==> config.mk <==
export PLATFORM = sky130hd
export DESIGN_NAME = sram_ctrl
export DESIGN_NICKNAME = d
export VERILOG_FILES = /design/src/rtl/sram_ctrl.sv
export SDC_FILE = /design/constraint.sdc
export NUM_CORES = 1
export LEC_CHECK = 0
export CAP_MARGIN = 15
export CORE_UTILIZATION = 46
export CTS_CLUSTER_SIZE = 28
export DETAILED_ROUTE_END_ITERATION = 12
export PLACE_DENSITY = 0.9
export SLEW_MARGIN = 20
export SYNTH_ARGS = -nofsm -noshare
export SYNTH_HDL_FRONTEND = slang
export SYNTH_SLANG_ARGS = --single-unit
==> constraint.sdc <==
create_clock -name clk -period 2.05 [get_ports clk]
set_input_delay 0.205 -clock clk [delete_from_list [all_inputs] [get_ports clk]]
set_output_delay 0.205 -clock clk [all_outputs]
set_load 0.01 [all_outputs]
==> src/rtl/sram_ctrl.sv <==
// SRAM initiator: converts single-beat valid/ready requests into phased
// asynchronous-SRAM write and read cycles with programmable phase widths.
module sram_ctrl #(
  parameter int AW        = 8,
  parameter int DW        = 8,
  parameter int WR_SETUP  = 1,
  parameter int WR_PULSE  = 1,
  parameter int WR_HOLD   = 1,
  parameter int RD_SETUP  = 1,
  parameter int RD_ACCESS = 2
) (
  input  logic          clk,
  input  logic          rst_n,
  input  logic          req_valid,
  output logic          req_ready,
  input  logic          req_we,
  input  logic [AW-1:0] req_addr,
  input  logic [DW-1:0] req_wdata,
  output logic          rsp_valid,
  output logic [DW-1:0] rsp_rdata,
  output logic          sram_cs,
  output logic [AW-1:0] sram_addr,
  output logic [DW-1:0] sram_din,
  output logic          sram_wr,
  output logic          sram_rd,
  input  logic [DW-1:0] sram_dout
);

  typedef enum logic [2:0] {
    IDLE,
    W_SETUP,
    W_PULSE,
    W_HOLD,
    R_SETUP,
    R_ACCESS
  } state_e;

  // Each phase counter loads N-1 on entry; the phase ends on the edge where it reads 0.
  localparam logic [3:0] WS_LOAD = 4'(WR_SETUP - 1);
  localparam logic [3:0] WP_LOAD = 4'(WR_PULSE - 1);
  localparam logic [3:0] WH_LOAD = 4'(WR_HOLD - 1);
  localparam logic [3:0] RS_LOAD = 4'(RD_SETUP - 1);
  localparam logic [3:0] RA_LOAD = 4'(RD_ACCESS - 1);

  state_e          state_q;
  logic [3:0]      cnt_q;
  logic            ready_q;
  logic            rsp_valid_q;
  logic [DW-1:0]   rdata_q;
  logic            cs_q;
  logic [AW-1:0]   addr_q;
  logic [DW-1:0]   din_q;
  logic            wr_q;
  logic            rd_q;
  logic            last_phase;

  assign last_phase = (cnt_q == 4'd0);

  // NOTE: every output is a flop assigned with <= so no input reaches an output
  // combinationally, and the async reset drops wr / raises rd without a clock.
  always_ff @(posedge clk or negedge rst_n) begin
    if (!rst_n) begin
      state_q     <= IDLE;
      cnt_q       <= 4'd0;
      ready_q     <= 1'b1;
      rsp_valid_q <= 1'b0;
      rdata_q     <= '0;
      cs_q        <= 1'b0;
      addr_q      <= '0;
      din_q       <= '0;
      wr_q        <= 1'b0;
      rd_q        <= 1'b1;
    end else begin
      rsp_valid_q <= 1'b0;
      if (state_q != IDLE && !last_phase) cnt_q <= cnt_q - 4'd1;

      case (state_q)
        IDLE: begin
          if (req_valid && ready_q) begin
            ready_q <= 1'b0;
            cs_q    <= 1'b1;
            addr_q  <= req_addr;
            if (req_we) begin
              state_q <= W_SETUP;
              cnt_q   <= WS_LOAD;
              din_q   <= req_wdata;
            end else begin
              state_q <= R_SETUP;
              cnt_q   <= RS_LOAD;
              din_q   <= '0;
            end
          end
        end
        W_SETUP: begin
          if (last_phase) begin
            state_q <= W_PULSE;
            cnt_q   <= WP_LOAD;
            wr_q    <= 1'b1;
          end
        end
        W_PULSE: begin
          if (last_phase) begin
            state_q <= W_HOLD;
            cnt_q   <= WH_LOAD;
            wr_q    <= 1'b0;
          end
        end
        W_HOLD: begin
          if (last_phase) begin
            state_q <= IDLE;
            cs_q    <= 1'b0;
            din_q   <= '0;
            ready_q <= 1'b1;
          end
        end
        R_SETUP: begin
          if (last_phase) begin
            state_q <= R_ACCESS;
            cnt_q   <= RA_LOAD;
            rd_q    <= 1'b0;
          end
        end
        R_ACCESS: begin
          if (last_phase) begin
            state_q     <= IDLE;
            rdata_q     <= sram_dout;
            rd_q        <= 1'b1;
            cs_q        <= 1'b0;
            rsp_valid_q <= 1'b1;
            ready_q     <= 1'b1;
          end
        end
        default: begin
          state_q <= IDLE;
          cnt_q   <= 4'd0;
        end
      endcase
    end
  end

  assign req_ready = ready_q;
  assign rsp_valid = rsp_valid_q;
  assign rsp_rdata = rdata_q;
  assign sram_cs   = cs_q;
  assign sram_addr = addr_q;
  assign sram_din  = din_q;
  assign sram_wr   = wr_q;
  assign sram_rd   = rd_q;

endmodule

# Word level (Yosys, flattened, before mapping)
# Index checks and enable logic that the tools add are counted.
dict set report totals {
  wordCells 68
  input_bits 28
  regBits 36
  output_inout_bits 29
}
dict set report op_classes {
  reduce_logical 19
  n_addsub 1
  n_eq_ne 12
  mux 26
}
# op n
set ops {}
lappend ops {{$mux 8} 3}
lappend ops {{$mux 3} 6}
lappend ops {{$mux 4} 4}
lappend ops {{$pmux 4 s4} 1}
lappend ops {{$pmux 8 s2} 1}
lappend ops {{$pmux 3 s5} 1}
lappend ops {{$ne 2x2->1 const B} 6}
lappend ops {{$reduce_and 3->1} 4}
lappend ops {{$pmux 1 s2} 4}
lappend ops {{$reduce_bool 2->1} 4}
lappend ops {{$eq 3x2->1 const B} 2}
lappend ops {{$eq 3x3->1 const B} 2}
lappend ops {{$mux 1} 6}
lappend ops {{$reduce_and 5->1} 1}
lappend ops {{$logic_not 4->1} 1}
lappend ops {{$reduce_and 2->1} 2}
lappend ops {{$reduce_or 2->1} 2}
lappend ops {{$sub 4x1->4 const B} 1}
lappend ops {{$eq 3x1->1 const B} 1}
lappend ops {{$logic_not 3->1} 1}
lappend ops {{$reduce_bool 3->1} 1}
lappend ops {{$logic_and 1x1->1} 2}
lappend ops {{$ne 2x1->1 const B} 1}
lappend ops {{$logic_not 1->1} 1}

# Depth between registers and ports, before layout
dict set report depth {
  depth_word 6
  depth_mapped 7
  ltp_nobuf 5
}

# Worst setup path before layout
# OpenSTA, ideal clock, no wires.
dict set report synth_timing {
  path_kind {register to register}
  start {register cnt_q[0]}
  end {register rdata_q[0], in the netlist rsp_rdata[0]}
  path_slack_ps 167
  required_time_ps 1925
  setup_time_ps 125
  path_stages_with_launch 8
  n_path_buf 2
  arrival_time_ps 1757
  period_less_slack_ps 1883
  path_cell_list {dfrtp_1 clkbuf_1 inv_1 ha_1 nand4bb_4 or3_1 buf_6 mux2_4}
}
dict set report synth_via {
  elab_chain_cells 2
}
# element line
set synth_rtl {}
lappend synth_rtl {{from (decl)} 46} ;# logic [3:0] cnt_q;
lappend synth_rtl {{from (signal assigned)} 75} ;# if (state_q != IDLE && !last_phase) cnt_q <= cnt_q - 4'd1;
lappend synth_rtl {{$logic_not 4->1} 57} ;# assign last_phase = (cnt_q == 4'd0);
lappend synth_rtl {{$reduce_and 2->1 (no line)} n/a}
lappend synth_rtl {{to (signal assigned)} 126} ;# rdata_q <= sram_dout;
lappend synth_rtl {{to (decl)} 49} ;# logic [DW-1:0] rdata_q;
# Every way passes these cells.
# A chain may end at the register's enable or synchronous reset.

# Final worst setup path
dict set report layout_timing {
  start {register cnt_q[1]}
  end {register rdata_q[0], in the netlist rsp_rdata[0]}
}
# Same word-level chain as after synthesis.

==> key figures <==
Outcome
  – Status: completed

Cells and area
  – Share of cells above drive strength 1: 0.214
  – # fillers: approximately 280
  – N_diodes: 0
  – Synth-to-layout area growth: 39.3%
  – Final Cell Area: 0.00246 mm2
  – Nets@finish: 229

Power and ir drop
  – Leakage: 1.13 nW
  – Power density over the cells: roughly 1400 mW/mm2
  – Power share of the clock group: 0.143
  – Int Pwr: 2.29 mW
  – Max IR drop VDD: 0.710 mV
  – Comb pwr share: 0.497
  – Switching Fraction: 0.339
  – Net Switching: 1.17 mW
  – Reg power frac: 0.360

STA
  – Measured slew at the worst slew-check pin: 0.534 ns
  – Period utilization: 0.946
  – Skew final: 0.00598 ns
  – Pins Over Slew Limit: 0
  – Slew HR: 0.644
  – Upper clock frequency limit: 0.515 GHz
  – Crit path time final: between 1.5 and 2 ns
  – Hold Vio Cnt, Final: 0
  – # setup viols final: 0
  – Final setup margin: 0.110 ns
  – Worst hold margin: between 0.3 and 0.4 ns
  – Setup TNS: 0 ns
  – Setup repair after global routing missed its margin: false

Clock network
  – Clk buf depth: 2
  – CTS Buf Count: 5
  – CTS Sinks: 36
  – Post_cts resized: 0
  – # Post-CTS Setup Buffers: 0
  – H-tree levels: 2
  – Reg clk slew, reported paths: roughly 0.07 ns
  – CTS root buffer: clkbuf_8
  – Post-CTS Hold Fix Bufs: 0
  – CTS tree: done
  – Later-pin clock latency in the skew report: between 0.2 and 0.3 ns

Setup path
  – Setup crit end kind: register
  – CP Class: register to register
  – Crit start category: register
  – Crit path required time: 2.22 ns
  – CP arrival: 2.11 ns
  – CP max FO: 10

Yosys
  – Synth top area share: 0.482
  – Seq/Total Area, Yosys: 0.512
  – Synth top area cells: dfrtp_1 48%, mux2_4 14%, mux2_2 5.1%
  – Top cells by count, synth: 34 x dfrtp_1, 16 x mux2_4, 8 x and3_1, 8 x mux2_2, 7 x inv_1
  – Count leader, synth: dfrtp_1
  – Largest family of logic cells by synthesized area: multiplexers
  – Post-Synth XOR/XNOR Area: 0.00992
  – #FFs+latches synth: 36
  – Main synth FF type: dfrtp_1
  – Number of synthesized flops with an enable pin: 0
  – Synthesized cell area: between 0.0015 and 0.002 mm2
  – Ys async rst share: 1.00
  – Multiplexer area fraction after synthesis: 0.187
  – Post-synthesis area per instance: ~13 um2
  – Area leader, netlist: dfrtp_1
  – Post-Synth Adder-Cell Area: 0.00709
  – Syn Inst Count: about 140
  – Net Count, Synth: 170
  – YS warnings: 0
  – Yosys cell types: 43
  – Synth Area in Simple Gates: 0.149
  – Compound-gate portion of the synthesized area: 0.0914

Placed design
  – DPL Wire Length: 2.59 mm
  – Post-DP Area: between 0.002 and 0.0025 mm2
  – Worst slack, placed: 0.133 ns
  – Port Buf Inserts: 56
  – Global placement routability congestion: 0.806

Floorplan
  – Initial cell density of the core: 0.482
  – Core ar.: 0.00366 mm2
  – Die Ht: 64.0 um
  – Die width: 64.0 um
  – Area of the die: 0.00409 mm2
  – Ports: 57
  – Row cnt: 22

Detailed routing
  – Via count: around 1,300
  – Drt first pass iters: 4
  – WL/cell: roughly 15 um
  – Drt drc: 0
  – Vias/cell: 5.35
  – Number of nets with antenna violations after routing: 0
  – 1st-iter DRT viols: 78
  – Wirelength, routed: 3.66 mm

Global route
  – Largest net degree at the start of global routing: 37
  – First-pass GRT wire length: 6.20 mm
  – Total GRT Usage: 0.201
  – Vias in the first global route: 1,301
  – Total grt overflow: 0
  – Antenna violations before repair: 0

Run
  – Max-cap violation count: 0

Min path
  – Worst hold path class: primary input to asynchronous set/reset pin
[layer usage]
metal | wire length [um] | global-route usage | share of wire
met5 | 0 | 0 | 0
met4 | 89 | 0.102 | 0.024
met3 | 229 | 0.0464 | 0.063
met2 | 1680 | 0.306 | 0.46
met1 | 1660 | 0.268 | 0.45
[worst paths after layout]
kind                       startpoint           end  slack, ns  cells past startpoint
setup reg to reg             cnt_q[1]  rsp_rdata[0]       0.11                      5
min in group clk              sram_rd       sram_rd       0.47                      2
max in group asynchronous       rst_n     req_ready       1.38                      2
hold reg to reg               sram_rd       sram_rd       0.47                      2
hold / removal                  rst_n      cnt_q[3]       0.33                      2
setup / recovery             cnt_q[1]  rsp_rdata[0]       0.11                      5
[placed cells by master, fill, tap and decap left out, drive strengths merged, types with 2 or more instances in the layout]
master / synthesis / layout
clkdlybuf4s50: 0 / 56
dfrtp: 34 / 34
mux2: 24 / 24
and3: 8 / 8
inv: 7 / 7
a21oi: 6 / 6
nand2: 5 / 5
clkbuf: 4 / 5
buf: 5 / 5
nor2: 4 / 4
o21ai: 4 / 4
nor3: 3 / 3
nand3b: 3 / 3
nor3b: 3 / 3
clkinv: 0 / 3
or3: 2 / 2
a22oi: 2 / 2
a2bb2oi: 2 / 2
dfstp: 2 / 2
or2: 2 / 2
[flip-flops by register name, summed over array words and instances, names as in the netlist]
name and flops:
cnt_q 4, req_ready 1, rsp_rdata 8, rsp_valid 1, sram_addr 8, sram_cs 1
sram_din 8, sram_rd 1, sram_wr 1, state_q 3
[cells by family (layout without fill, tap and decap cells)]
family	after synthesis	after routing
adders and majority gates	1	1
buffers and inverters	16	76
AOI/OAI and AO/OA	23	23
and+or+nand+nor	39	39
muxes	24	24
xor gates and xnor gates	2	2
DFF	36	36
[power groups by stage]
stage,logic [mW],registers [mW],clock network [mW]
4_1_cts,1.73,1.24,0.506
3_3_place_gp,1.68,1.24,0
6_report,1.72,1.25,0.494
2_1_floorplan,0.932,1.30,0
5_1_grt,1.86,1.29,0.526
3_5_place_dp,1.72,1.25,0
[cell type report]
| type | instances | area [um2] | share of cell area |
|---|---|---|---|
| Tap cell | 48 | 60.1 | 0.0244 |
| Sequential cell | 36 | 903 | 0.367 |
| Timing Repair Buffer | 61 | 598 | 0.243 |
| Inverter | 7 | 26.3 | 0.0107 |
| Clock buffer | 5 | 68.8 | 0.0280 |
| Clock inverter | 3 | 18.8 | 0.00763 |
| Multi-Input combinational cell | 89 | 785 | 0.319 |
[worst max-delay path: stages, from the launching register on]
cell and delay, ns:
dfrtp_1 0.41, inv_1 0.07, ha_1 0.21, nand4bb_4 0.17, or3_1 0.58, mux2_4 0.38
[through the flow]
step	power, mW	utilization	cells
floorplan	2.23	-	141
CTS	3.48	0.672	249
detailed placement	2.97	0.648	241
finish	3.46	0.672	249
global route	3.68	0.672	249
global placement	2.92	0.648	241
No activity file was read; power rests on OpenSTA's default activity.
